[src/rtl/pong_game_ctrl_if.sv]
// -----------------------------------------------------------------------------
// pong_game_ctrl_if
// Bundles the signals exchanged between the Pong control FSM and its
// environment (player/ball events, datapath status and datapath controls).
//   master : the control FSM (consumes events/status, drives controls/status)
//   slave  : the datapath / game environment (the reverse direction)
// Signals:
//   Start, Hit, Miss        asynchronous level events
//   T5_out                  5 s timer expiry
//   Hit_out[7:0]            hit count from the datapath
//   Lvl_out[3:0]            level from the datapath (status only)
//   T5_en/T5_rst/T20_en/T20_rst, Hit_ld/Hit_clr/Lvl_clr   datapath controls
//   State_out[2:0], Lives_out[2:0], Game_over, Hit_drop, Hit_err  status
// -----------------------------------------------------------------------------
interface pong_game_ctrl_if;
   logic       Start;
   logic       Hit;
   logic       Miss;
   logic       T5_out;
   logic [7:0] Hit_out;
   logic [3:0] Lvl_out;
   logic       T5_en;
   logic       T5_rst;
   logic       T20_en;
   logic       T20_rst;
   logic       Hit_ld;
   logic       Hit_clr;
   logic       Lvl_clr;
   logic [2:0] State_out;
   logic [2:0] Lives_out;
   logic       Game_over;
   logic       Hit_drop;
   logic       Hit_err;

   modport master (
      input  Start, Hit, Miss, T5_out, Hit_out, Lvl_out,
      output T5_en, T5_rst, T20_en, T20_rst, Hit_ld, Hit_clr, Lvl_clr,
             State_out, Lives_out, Game_over, Hit_drop, Hit_err
   );

   modport slave (
      output Start, Hit, Miss, T5_out, Hit_out, Lvl_out,
      input  T5_en, T5_rst, T20_en, T20_rst, Hit_ld, Hit_clr, Lvl_clr,
             State_out, Lives_out, Game_over, Hit_drop, Hit_err
   );
endinterface

[src/rtl/pong_game_ctrl.sv]
// -----------------------------------------------------------------------------
// pong_game_ctrl
// Control FSM for the Pong datapath: idle, serve countdown, play, game over,
// plus a load handshake that holds Hit_ld until the slow-clock hit counter
// moves (or a timeout expires).
// Ports:
//   Clk  system clock
//   Rst  asynchronous active-low reset
//   bus  pong_game_ctrl_if.master (events, datapath status and controls)
// Parameters:
//   LIVES   misses allowed before game over (1..7)
//   HIT_TO  Clk cycles Hit_ld is held before the handshake is abandoned
//   TO_W    width of the handshake timeout counter
// -----------------------------------------------------------------------------
module pong_game_ctrl #(
   parameter int LIVES  = 3,
   parameter int HIT_TO = 1000000,
   parameter int TO_W   = 20
) (
   input  logic             Clk,
   input  logic             Rst,
   pong_game_ctrl_if.master bus
);

   typedef enum logic [2:0] {
      S_IDLE  = 3'd0,
      S_SERVE = 3'd1,
      S_PLAY  = 3'd2,
      S_OVER  = 3'd3
   } state_t;

   typedef enum logic {
      H_IDLE = 1'b0,
      H_WAIT = 1'b1
   } hs_t;

   localparam logic [TO_W-1:0] TO_LAST = TO_W'(HIT_TO - 1);

   state_t          r_state;
   hs_t             r_hs;
   logic [2:0]      r_start_sy, r_hit_sy, r_miss_sy;
   logic            r_t5_en, r_t5_rst, r_t20_en, r_t20_rst;
   logic            r_hit_ld, r_hit_clr, r_lvl_clr;
   logic [2:0]      r_lives;
   logic            r_game_over, r_hit_drop, r_hit_err;
   logic [7:0]      r_snap;
   logic [TO_W-1:0] r_to_cnt;

   logic w_start_p, w_hit_p, w_miss_p;
   logic w_hit_take, w_hit_live, w_to_idle;
   logic w_unused_lvl;

   // Two synchronizer flops followed by an edge-detect flop.
   always_ff @(posedge Clk or negedge Rst) begin
      if (!Rst) begin
         r_start_sy <= '0;
         r_hit_sy   <= '0;
         r_miss_sy  <= '0;
      end else begin
         r_start_sy <= {r_start_sy[1:0], bus.Start};
         r_hit_sy   <= {r_hit_sy[1:0],   bus.Hit};
         r_miss_sy  <= {r_miss_sy[1:0],  bus.Miss};
      end
   end

   assign w_start_p = r_start_sy[1] & ~r_start_sy[2];
   assign w_hit_p   = r_hit_sy[1]   & ~r_hit_sy[2];
   assign w_miss_p  = r_miss_sy[1]  & ~r_miss_sy[2];

   // A simultaneous miss in PLAY swallows the hit silently.
   assign w_hit_live = w_hit_p & ~(w_miss_p & (r_state == S_PLAY));
   assign w_hit_take = w_hit_live & (r_state == S_PLAY);
   assign w_to_idle  = (r_state == S_OVER) & w_start_p;

   assign w_unused_lvl = ^bus.Lvl_out;

   // Main game FSM; outputs are updated on the edge that enters each state.
   always_ff @(posedge Clk or negedge Rst) begin
      if (!Rst) begin
         r_state     <= S_IDLE;
         r_t5_en     <= 1'b0;
         r_t5_rst    <= 1'b1;
         r_t20_en    <= 1'b0;
         r_t20_rst   <= 1'b1;
         r_hit_clr   <= 1'b1;
         r_lvl_clr   <= 1'b1;
         r_lives     <= 3'(LIVES);
         r_game_over <= 1'b0;
      end else begin
         case (r_state)
            S_IDLE: begin
               if (w_start_p) begin
                  r_state   <= S_SERVE;
                  r_t5_rst  <= 1'b0;
                  r_t5_en   <= 1'b1;
                  r_t20_en  <= 1'b0;
                  r_t20_rst <= 1'b1;
                  r_hit_clr <= 1'b0;
                  r_lvl_clr <= 1'b0;
               end
            end
            S_SERVE: begin
               if (bus.T5_out) begin
                  r_state   <= S_PLAY;
                  r_t5_rst  <= 1'b1;   // restart the countdown for the next serve
                  r_t5_en   <= 1'b0;
                  r_t20_rst <= 1'b0;
                  r_t20_en  <= 1'b1;
               end
            end
            S_PLAY: begin
               r_t5_rst <= 1'b0;       // T5_rst is high only on the PLAY entry cycle
               if (w_miss_p) begin
                  r_t20_en <= 1'b0;
                  if (r_lives <= 3'd1) begin
                     r_state     <= S_OVER;
                     r_lives     <= '0;
                     r_game_over <= 1'b1;
                     r_t5_en     <= 1'b0;
                  end else begin
                     r_state   <= S_SERVE;
                     r_lives   <= r_lives - 3'd1;
                     r_t5_en   <= 1'b1;
                     r_t20_rst <= 1'b1;
                  end
               end
            end
            S_OVER: begin
               if (w_start_p) begin
                  r_state     <= S_IDLE;
                  r_t5_en     <= 1'b0;
                  r_t5_rst    <= 1'b1;
                  r_t20_en    <= 1'b0;
                  r_t20_rst   <= 1'b1;
                  r_hit_clr   <= 1'b1;
                  r_lvl_clr   <= 1'b1;
                  r_lives     <= 3'(LIVES);
                  r_game_over <= 1'b0;
               end
            end
            default: r_state <= S_IDLE;
         endcase
      end
   end

   // Hit load handshake: hold Hit_ld until the slow-domain count moves.
   always_ff @(posedge Clk or negedge Rst) begin
      if (!Rst) begin
         r_hs       <= H_IDLE;
         r_hit_ld   <= 1'b0;
         r_snap     <= '0;
         r_to_cnt   <= '0;
         r_hit_drop <= 1'b0;
         r_hit_err  <= 1'b0;
      end else begin
         r_hit_drop <= 1'b0;
         r_hit_err  <= 1'b0;
         if (w_to_idle) begin
            r_hs     <= H_IDLE;
            r_hit_ld <= 1'b0;
         end else begin
            case (r_hs)
               H_IDLE: begin
                  if (w_hit_take && (bus.Hit_out != 8'hFF)) begin
                     r_snap   <= bus.Hit_out;
                     r_hit_ld <= 1'b1;
                     r_to_cnt <= '0;
                     r_hs     <= H_WAIT;
                  end
               end
               H_WAIT: begin
                  if (w_hit_live) r_hit_drop <= 1'b1;
                  if (bus.Hit_out != r_snap) begin
                     r_hit_ld <= 1'b0;
                     r_hs     <= H_IDLE;
                  end else if (r_to_cnt == TO_LAST) begin
                     r_hit_ld  <= 1'b0;
                     r_hit_err <= 1'b1;
                     r_hs      <= H_IDLE;
                  end else begin
                     r_to_cnt <= r_to_cnt + TO_W'(1);
                  end
               end
               default: r_hs <= H_IDLE;
            endcase
         end
      end
   end

   assign bus.T5_en     = r_t5_en;
   assign bus.T5_rst    = r_t5_rst;
   assign bus.T20_en    = r_t20_en;
   assign bus.T20_rst   = r_t20_rst;
   assign bus.Hit_ld    = r_hit_ld;
   assign bus.Hit_clr   = r_hit_clr;
   assign bus.Lvl_clr   = r_lvl_clr;
   assign bus.State_out = r_state;
   assign bus.Lives_out = r_lives;
   assign bus.Game_over = r_game_over;
   assign bus.Hit_drop  = r_hit_drop;
   assign bus.Hit_err   = r_hit_err;

endmodule

[src/flat_wrapper.sv]
// flat-port wrapper written by rule: the top's interface ports become plain ports
module pong_game_ctrl_flat 
#(
   parameter int LIVES  = 3,
   parameter int HIT_TO = 1000000,
   parameter int TO_W   = 20
)
  (Clk, Rst, bus_Start, bus_Hit, bus_Miss, bus_T5_out, bus_Hit_out, bus_Lvl_out, bus_T5_en, bus_T5_rst, bus_T20_en, bus_T20_rst, bus_Hit_ld, bus_Hit_clr, bus_Lvl_clr, bus_State_out, bus_Lives_out, bus_Game_over, bus_Hit_drop, bus_Hit_err);
  pong_game_ctrl_if bus_i ();
  input  logic Clk;
  input  logic Rst;
  input wire logic [$bits(bus_i.Start)-1:0] bus_Start;
  input wire logic [$bits(bus_i.Hit)-1:0] bus_Hit;
  input wire logic [$bits(bus_i.Miss)-1:0] bus_Miss;
  input wire logic [$bits(bus_i.T5_out)-1:0] bus_T5_out;
  input wire logic [$bits(bus_i.Hit_out)-1:0] bus_Hit_out;
  input wire logic [$bits(bus_i.Lvl_out)-1:0] bus_Lvl_out;
  output wire logic [$bits(bus_i.T5_en)-1:0] bus_T5_en;
  output wire logic [$bits(bus_i.T5_rst)-1:0] bus_T5_rst;
  output wire logic [$bits(bus_i.T20_en)-1:0] bus_T20_en;
  output wire logic [$bits(bus_i.T20_rst)-1:0] bus_T20_rst;
  output wire logic [$bits(bus_i.Hit_ld)-1:0] bus_Hit_ld;
  output wire logic [$bits(bus_i.Hit_clr)-1:0] bus_Hit_clr;
  output wire logic [$bits(bus_i.Lvl_clr)-1:0] bus_Lvl_clr;
  output wire logic [$bits(bus_i.State_out)-1:0] bus_State_out;
  output wire logic [$bits(bus_i.Lives_out)-1:0] bus_Lives_out;
  output wire logic [$bits(bus_i.Game_over)-1:0] bus_Game_over;
  output wire logic [$bits(bus_i.Hit_drop)-1:0] bus_Hit_drop;
  output wire logic [$bits(bus_i.Hit_err)-1:0] bus_Hit_err;
  assign bus_i.Start = bus_Start;
  assign bus_i.Hit = bus_Hit;
  assign bus_i.Miss = bus_Miss;
  assign bus_i.T5_out = bus_T5_out;
  assign bus_i.Hit_out = bus_Hit_out;
  assign bus_i.Lvl_out = bus_Lvl_out;
  assign bus_T5_en = bus_i.T5_en;
  assign bus_T5_rst = bus_i.T5_rst;
  assign bus_T20_en = bus_i.T20_en;
  assign bus_T20_rst = bus_i.T20_rst;
  assign bus_Hit_ld = bus_i.Hit_ld;
  assign bus_Hit_clr = bus_i.Hit_clr;
  assign bus_Lvl_clr = bus_i.Lvl_clr;
  assign bus_State_out = bus_i.State_out;
  assign bus_Lives_out = bus_i.Lives_out;
  assign bus_Game_over = bus_i.Game_over;
  assign bus_Hit_drop = bus_i.Hit_drop;
  assign bus_Hit_err = bus_i.Hit_err;
  pong_game_ctrl #(.LIVES(LIVES), .HIT_TO(HIT_TO), .TO_W(TO_W)) u_core (.Clk(Clk), .Rst(Rst), .bus(bus_i));
endmodule
[config.mk]
export PLATFORM = sky130hd
export DESIGN_NAME = pong_game_ctrl_flat
export DESIGN_NICKNAME = d
export VERILOG_FILES = /design/src/rtl/pong_game_ctrl_if.sv /design/src/rtl/pong_game_ctrl.sv /design/src/flat_wrapper.sv
export SDC_FILE = /design/constraint.sdc
export NUM_CORES = 1
export LEC_CHECK = 0
export BUFFER_PORTS_ARGS = -buffer_cell sky130_fd_sc_hd__buf_4
export CAP_MARGIN = 10
export CORE_ASPECT_RATIO = 0.6
export CORE_MARGIN = 2
export CORE_UTILIZATION = 23
export DETAILED_ROUTE_END_ITERATION = 7
export GPL_TIMING_DRIVEN = 1
export SLEW_MARGIN = 20
export SYNTH_ARGS = -nofsm -noshare
export SYNTH_HDL_FRONTEND = slang
export SYNTH_SLANG_ARGS = --single-unit
[constraint.sdc]
create_clock -name Clk -period 2.2 [get_ports Clk]
set_input_delay 0.33 -clock Clk [delete_from_list [all_inputs] [get_ports Clk]]
set_output_delay 0.33 -clock Clk [all_outputs]
set_load 0.02 [all_outputs]
[Word level (Yosys, flattened, before mapping)]
Index checks and enable logic that the tools add are counted.
Operators by class
  bitwise gates (word level): 13
  equal/unequal tests: 18
  muxes and demuxes: 48
  add/subtract/negate cells: 2
  magnitude comparators: 1
  reductions and logical operators: 18
Operators by type and width (number)
  20-bit 2-to-1 mux: 3
  20-bit case mux with 2 select lines: 1
  1-bit 2-to-1 mux: 26
  3-bit 2-to-1 mux: 7
  20-bit by 1-bit adder with 20-bit output, second input constant: 1
  20-bit == test, second input constant: 1
  4-bit AND reduction: 5
  3-bit case mux with 4 select lines: 1
  2-bit by 1-bit != test with 1-bit output, second input constant: 5
  2-bit != test, second input constant: 5
  5-bit AND reduction: 2
  3-bit AND reduction: 3
  8-bit != test: 1
  8-bit != test, second input constant: 1
  1-bit case mux with 2 select lines: 4
  1-bit case mux with 4 select lines: 2
  1-bit bitwise AND: 7
  3-bit by 2-bit == test with 1-bit output, second input constant: 2
  1-bit NOT: 6
  1-bit case mux with 3 select lines: 2
  3-bit case mux with 2 select lines: 1
  4-bit != test, second input constant: 1
  2-bit nonzero test: 2
  4-bit nonzero test: 1
  10 further kinds: 10
Word-level totals
  register bits: 53
  logic and storage cells: 117
  input bits: 18
  output and inout bits: 16

[Longest topological paths before layout]
Gate-level depths: netlist of run 1.
  depth after elaboration: 10
  depth in mapped cells: 8
  gate-level depth less buffers: 7

[Worst setup path before layout of run 1]
OpenSTA, ideal clock, no wires.
  kind: register to register
  from: reg u_core.r_state[0] (netlist: u_core.bus.State_out[0])
  to: reg u_core.r_to_cnt[13]
  setup slack: 0.077 ns
  data arrival time: 2.054 ns
  buffers on the path: 1
  setup time: 0.069 ns
  cell stages (with the launch flop): 8
  clock period less this slack: 2.123 ns
  required time: 2.131 ns
  path through: dfrtp_1 -> ha_1 -> nand3b_1 -> nand4_1 -> or3_1 -> buf_2 -> or4_1 -> nand3_1
Between the ends
  longest elaborated chain between the ends: 8
  elaborated cells between the ends (all ways): 11
  those cells by class: 3 x eq/ne; 6 x bitwise; 2 x reduce/logical
RTL lines
  from (decl): line pong_game_ctrl.sv:39  | state_t r_state;
  from (signal assigned): line pong_game_ctrl.sv:80  | r_state <= S_IDLE;
  from (signal assigned): line pong_game_ctrl.sv:93  | r_state <= S_SERVE;
  from (signal assigned): line pong_game_ctrl.sv:104  | r_state <= S_PLAY;
  3-bit by 2-bit == test with 1-bit output: line pong_game_ctrl.sv:71, pong_game_ctrl.sv:72
  1-bit bitwise AND: line pong_game_ctrl.sv:71  | assign w_hit_live = w_hit_p & ~(w_miss_p & (r_state == S_PLAY));
  1-bit NOT: line pong_game_ctrl.sv:71
  1-bit bitwise AND: line pong_game_ctrl.sv:71
  1-bit bitwise AND: line pong_game_ctrl.sv:72  | assign w_hit_take = w_hit_live & (r_state == S_PLAY);
  1-bit logical AND: line pong_game_ctrl.sv:164  | if (w_hit_take && (bus.Hit_out != 8'hFF)) begin
  2-bit by 1-bit != test with 1-bit output (no line)
  4-bit AND reduction (no line) *
  to (signal assigned): line pong_game_ctrl.sv:181  | r_to_cnt <= r_to_cnt + TO_W'(1);
  to (decl): line pong_game_ctrl.sv:47  | logic [TO_W-1:0] r_to_cnt;
Every way passes the cells marked *; elsewhere a longest branch is shown, timed or not.
A chain may end at the register's enable or synchronous reset.

[Final worst setup path of run 1]
Ends and elaborated chain as after synthesis.

==> results of run 1 <==
## layout make-up
| class | instances | share of cell area |
|---|---|---|
| tap | 165 | 0.0595 |
| sequential | 52 | 0.377 |
| clock buffer | 6 | 0.0400 |
| timing repair buffer | 47 | 0.102 |
| multi-input combinational | 208 | 0.406 |
| inverter | 12 | 0.0130 |
| clock inverter | 2 | 0.00288 |
## kinds of logic (layout without fill, tap and decap cells)
| kind of cell | Yosys count | count (layout) | synth area share |
|---|---|---|---|
| adders and majority gates | 8 | 8 | 0.0355 |
| other | 1 | 1 | 0.00133 |
| and+or+nand+nor | 126 | 126 | 0.243 |
| muxes | 16 | 16 | 0.0608 |
| DFF | 52 | 52 | 0.464 |
| buffers and inverters | 26 | 67 | 0.0404 |
| AOI/OAI and AO/OA | 49 | 49 | 0.119 |
| xor gates and xnor gates | 8 | 8 | 0.0355 |
## path summary, 6_finish.rpt
check                                       endpoint  slack [ns]  depth (start not counted)
worst max register to register   u_core.r_to_cnt[13]         0.1                          6
max in group asynchronous        u_core.r_miss_sy[0]        1.68                          1
worst min register to register  u_core.r_start_sy[1]        0.34                          0
worst max-delay path             u_core.r_to_cnt[13]         0.1                          6
min in group Clk                  u_core.r_hit_sy[0]        0.15                          1
worst min-delay path              u_core.r_to_cnt[1]        0.07                          1
## sequential cells by signal, summed over array words and instances (netlist names)
signal	flops
u_core.r_start_sy	3
u_core.bus.Hit_err	1
u_core.bus.Hit_drop	1
u_core.r_to_cnt	20
u_core.r_hit_sy	3
u_core.r_snap	8
u_core.r_hs	1
u_core.bus.T20_en	1
u_core.bus.Hit_ld	1
u_core.r_miss_sy	3
u_core.bus.T20_rst	1
u_core.bus.T5_rst	1
u_core.bus.State_out	2
u_core.bus.Game_over	1
u_core.bus.T5_en	1
u_core.bus.Lvl_clr	1
u_core.bus.Lives_out	3
## power by group
group	internal, mW	switching, mW
registers	1.25	0.245
logic	0.638	0.746
clock network	0.450	0.357
total	2.34	1.35
## metal layers
layer / track usage / wire (µm) / up-vias / share of wire
met5: 0 / 0 / - / 0
met4: 0.0521 / 111 / 0 / 0.015
met3: 0.0259 / 600 / 8 / 0.082
met2: 0.137 / 2710 / 107 / 0.37
met1: 0.188 / 3930 / 1162 / 0.53
li1: - / - / 1140 / -
## cell usage after synthesis (3+ instances only)
cell	number	area (µm²)
dfrtp_1	47	1180
nand3_1	27	135
nor2_1	23	86.3
nand2_1	21	78.8
nand4_1	13	81.3
inv_1	12	45.0
o21ai_0	12	60.1
a21oi_1	10	50.1
mux2_2	9	101
ha_1	8	100
mux2i_1	7	70.1
nor3_1	6	30.0
and3_1	5	31.3
and4_1	5	43.8
buf_2	5	25.0
clkbuf_1	5	18.8
dfstp_2	5	131
a31oi_1	4	25.0
xnor2_1	4	35.0
xnor2_2	4	65.1
nand2b_1	3	18.8
nor2b_1	3	18.8
nor4_1	3	18.8
o211ai_1	3	22.5
or4_1	3	22.5
## timing repair
action                     CTS  global route
hold buffers                 0             0
resized for setup            0             2
buffers inserted             0             2
setup endpoints to repair    0            16
## through the flow
| stage | instances | cell area [µm²] | utilization |
|---|---|---|---|
| final | 492 | 3470 | 0.290 |
| after global routing | 492 | 3470 | 0.290 |
| after CTS | 490 | 3450 | 0.288 |
| after detailed placement | 482 | 3300 | 0.275 |
| after global placement | 482 | 3300 | 0.275 |
| after floorplan | 286 | 2820 | - |
## critical path: stages, from the launching register on
cell and delay, ns:
dfrtp_1 0.38, ha_1 0.25, nand3b_1 0.17, nand4_1 0.15, or3_1 0.46, or4_1 0.54, nand3_1 0.09
## layout by cell type, fill, tap and decap left out, types with 7 or more instances in the layout
cell / instances
o21ai_0: 12
nand4_1: 13
inv_1: 12
nand2_1: 21
mux2i_1: 7
mux2_2: 9
ha_1: 7
dfrtp_1: 47
nor2_1: 23
a21oi_1: 10
buf_4: 47
nand3_1: 27
==> flow_metrics.py, run 1 <==
metrics = {
    "cts": {
        "cts_tree": "yes",
        "htreeDepth": 2,
        "clkLatencyLatePin_ns": 0.29,
        "cts.reportedPaths.clkPinSlew_ns": 0.07,
        "numCtsBuffers": 5,
        "cts.sinks": 52,
        "cts_max_path_buffers": 2,
        "root_buffer": "clkbuf_16",
    },
    "routing": {
        "vias": 2417,
        "ant_nets": 0,
        "via_per_inst": 4.91,
        "drc_errors": 0,
        "dr.pass1.iters": 4,
        "wire_per_inst_um": 14.9,
        "wl_um": 7350,
        "first_iter_violations": 258,
    },
    "synthesis": {
        "synthFlopType": "dfrtp_1",
        "async_flop_share": 1.00,
        "syn_area_um2": 2820,
        "syn_avg_cell_area_um2": 9.85,
        "syn_nets": 312,
        "yosysWarnings": 0,
        "ys_ff_latch": 52,
        "ys_seq_area_frac": 0.464,
        "syn_inst": 286,
        "synth_cell_type_count": 55,
        "synth_edf_count": 0,
    },
    "sta": {
        "max_freq_mhz": 475,
        "setup_viol": 0,
        "min_period_ns": 2.10,
        "timing.setup.tns_ns": 0,
        "fin_ws_ns": 0.0962,
        "clock_skew_ns": 0.00494,
        "hold_viol_final": 0,
        "drv_slew": 0,
        "maxSlewHeadroom": 0.549,
        "tightest_slew_ns": 0.676,
        "min_period_over_period": 0.956,
        "fin_hold_ws_ns": 0.0684,
    },
    "die": {
        "die_h_um": 89.7,
        "core_um2": 12000,
        "die_area_um2": 13200,
        "die_w_um": 147,
        "initial_utilization": 0.235,
        "ios": 34,
        "rows": 31,
    },
    "run": {
        "maxCapViolCount": 0,
    },
    "run_status": {
        "status": "finished, final reports clean",
    },
    "global_routing": {
        "grt_max_degree": 53,
        "grt-ovfl-total": 0,
        "grtUsageTotal": 0.115,
        "grt_first_pass_wirelength_um": 12000,
        "antenna_found_initial": 0,
        "grt_pass1_vias": 2295,
    },
    "power_and_ir_drop": {
        "p_leak_nw": 1.48,
        "power_mw": 3.69,
        "ir_worst_vdd_uv": 321,
        "p_per_area_nw_per_um2": 1060,
    },
    "cells_and_area": {
        "multi_input_area_um2": 1410,
        "drive_above_1_share": 0.245,
        "num-nets-final": 352,
        "area_growth_pct": 23.2,
        "num-fill-cells": 1289,
        "seq_area_um2": 1310,
        "diodes": 0,
    },
    "worst_setup_path": {
        "crit_arrival_ns": 2.33,
        "r2r-start": "u_core.bus.State_out[0]",
        "path_max_fanout": 5,
        "critPathLaunchType": "register",
        "end_kind": "register",
        "crit_type": "register to register",
        "cp-startpoint": "u_core.bus.State_out[0]",
        "required_ns": 2.43,
    },
    "placed_design": {
        "dpl.hpwl_um": 5370,
        "port_buffers": 28,
        "gp_congestion": 0.909,
        "dpl_worst_slack_ns": 0.0646,
    },
    "hold_path": {
        "min_path_type": "input port to asynchronous set/reset pin",
    },
}
(Power assumes the default switching activity.)
==> run 2: changes to the inputs <==
Settings changed: BUFFER_PORTS_ARGS -buffer_cell sky130_fd_sc_hd__buf_4 to default, DONT_BUFFER_PORTS from default to 1.
==> run 2 against run 1 <==
Global-route usage down 0.54 points. Wire length down 4.2%. Critical path type unchanged. Hold slack worse by 0.0026 ns. Die area unchanged. Non-clock buffer count down 26. Largest power group unchanged.
==> flow_metrics.py, run 2 (synthesis gave the netlist of run 1 again) <==
metrics = {
    "run_status": {
        "status": "finished, final reports clean",
    },
    "cts": {
        "cts_max_path_buffers": 2,
        "numCtsBuffers": 5,
        "htreeDepth": 2,
        "cts.sinks": 52,
        "cts.reportedPaths.clkPinSlew_ns": 0.07,
        "clkLatencyLatePin_ns": 0.29,
        "cts_tree": "yes",
        "root_buffer": "clkbuf_16",
        "cts_setup_buffers": 0,
    },
    "power_and_ir_drop": {
        "p_per_area_nw_per_um2": 1070,
        "power_mw": 3.51,
        "p_leak_nw": 1.36,
        "ir_worst_vdd_uv": 396,
    },
    "cells_and_area": {
        "num-fill-cells": 1246,
        "diodes": 0,
        "area_growth_pct": 16.9,
        "final_cell_area_um2": 3290,
        "stdcell_count": 466,
        "top_register": "u_core.r_to_cnt",
        "num-nets-final": 326,
        "drive_above_1_share": 0.169,
        "final_common_cell": "dfrtp_1",
        "seq_area_um2": 1310,
        "layout_common_cells": "47 x dfrtp_1, 27 x nand3_1, 21 x nor2_1, 21 x nand2_1, 19 x buf_4",
        "fin_util": 0.275,
        "largest_reg_flops": 20,
        "reg_top3": "u_core.r_to_cnt (20), u_core.r_snap (8)",
        "multi_input_area_um2": 1410,
    },
    "worst_setup_path": {
        "crit_arrival_ns": 2.28,
        "required_ns": 2.43,
        "path_max_fanout": 5,
        "critPathLaunchType": "register",
        "r2r-start": "u_core.bus.State_out[0]",
        "crit_type": "register to register",
        "cp-startpoint": "u_core.bus.State_out[0]",
        "end_kind": "register",
    },
    "global_routing": {
        "grt_max_degree": 53,
        "grt_pass1_vias": 2135,
        "antenna_found_initial": 0,
        "grtUsageTotal": 0.110,
        "grt_first_pass_wirelength_um": 11400,
        "grt-ovfl-total": 0,
    },
    "sta": {
        "setup_viol": 0,
        "tightest_slew_ns": 0.647,
        "clock_skew_ns": 0.00848,
        "fin_hold_ws_ns": 0.0658,
        "min_period_over_period": 0.933,
        "rsz0062_at_grt": "no",
        "fin_ws_ns": 0.148,
        "maxSlewHeadroom": 0.565,
        "drv_slew": 0,
        "min_period_ns": 2.05,
        "max_freq_mhz": 487,
        "hold_viol_final": 0,
        "timing.setup.tns_ns": 0,
    },
    "die": {
        "ios": 34,
        "initial_utilization": 0.235,
        "core_um2": 12000,
        "rows": 31,
        "die_h_um": 89.7,
        "die_area_um2": 13200,
        "die_w_um": 147,
    },
    "routing": {
        "vias": 2279,
        "wl_um": 7040,
        "drc_errors": 0,
        "dr.pass1.iters": 4,
        "wire_per_inst_um": 15.1,
        "first_iter_violations": 249,
        "ant_nets": 0,
        "via_per_inst": 4.89,
    },
    "run": {
        "maxCapViolCount": 0,
    },
    "placed_design": {
        "dpl_worst_slack_ns": 0.176,
        "place_inst": 456,
        "dpl.hpwl_um": 5240,
        "placed_cell_area_um2": 3100,
        "port_buffers": 0,
        "gp_congestion": 0.919,
    },
    "hold_path": {
        "min_path_type": "input port to register",
        "min_from": "bus_Start",
    },
}
## run 2: cell types whose count changed in the layout (fill, tap and decap cells not counted), sizes merged
cell         change
clkinv           -2
buf             -27
clkbuf           +2
dlygate4sd3      +1
## run 2: power by group
part	leakage (nW)	total [mW]	switching [mW]	internal (mW)
logic	0.640	1.09	0.585	0.505
registers	0.648	1.62	0.367	1.25
clock network	0.0712	0.802	0.347	0.455
total	1.36	3.51	1.30	2.21
## run 2: worst paths after layout
path                                   endpoint  slack, ns  cells after the start
hold reg to reg            u_core.r_start_sy[1]       0.35                      0
setup / recovery            u_core.r_to_cnt[15]       0.15                      6
setup reg to reg            u_core.r_to_cnt[15]       0.15                      6
min in group asynchronous    u_core.r_to_cnt[1]       0.54                      2
hold / removal             u_core.r_start_sy[0]       0.07                      0
max in group asynchronous    u_core.bus.T20_rst       1.35                      2
## run 2: what timing repair did
action	4_1_cts	5_1_grt
setup endpoints to repair	0	1
gates resized for setup	0	2
hold endpoints to repair	52	0
hold buffers	2	0
## run 2: cell type report
type	count	share of cell area
timing repair buffer	21	0.0547
clock buffer	8	0.0445
multi-input combinational	208	0.427
sequential	52	0.397
inverter	12	0.0137
tap	165	0.0627
## run 2: routing by layer
metal | vias up | track usage | wire, µm
met5 | - | 0 | 0
met4 | 0 | 0.0369 | 54
met3 | 2 | 0.0503 | 719
met2 | 69 | 0.130 | 2610
met1 | 1122 | 0.169 | 3650
li1 | 1086 | - | -
## run 2: critical path: stages (launching register included)
cell and delay (ns):
dfrtp_1 0.38, ha_1 0.24, nand3b_1 0.15, nand4_1 0.15, or3_1 0.45, or4_1 0.54, nand3_1 0.08
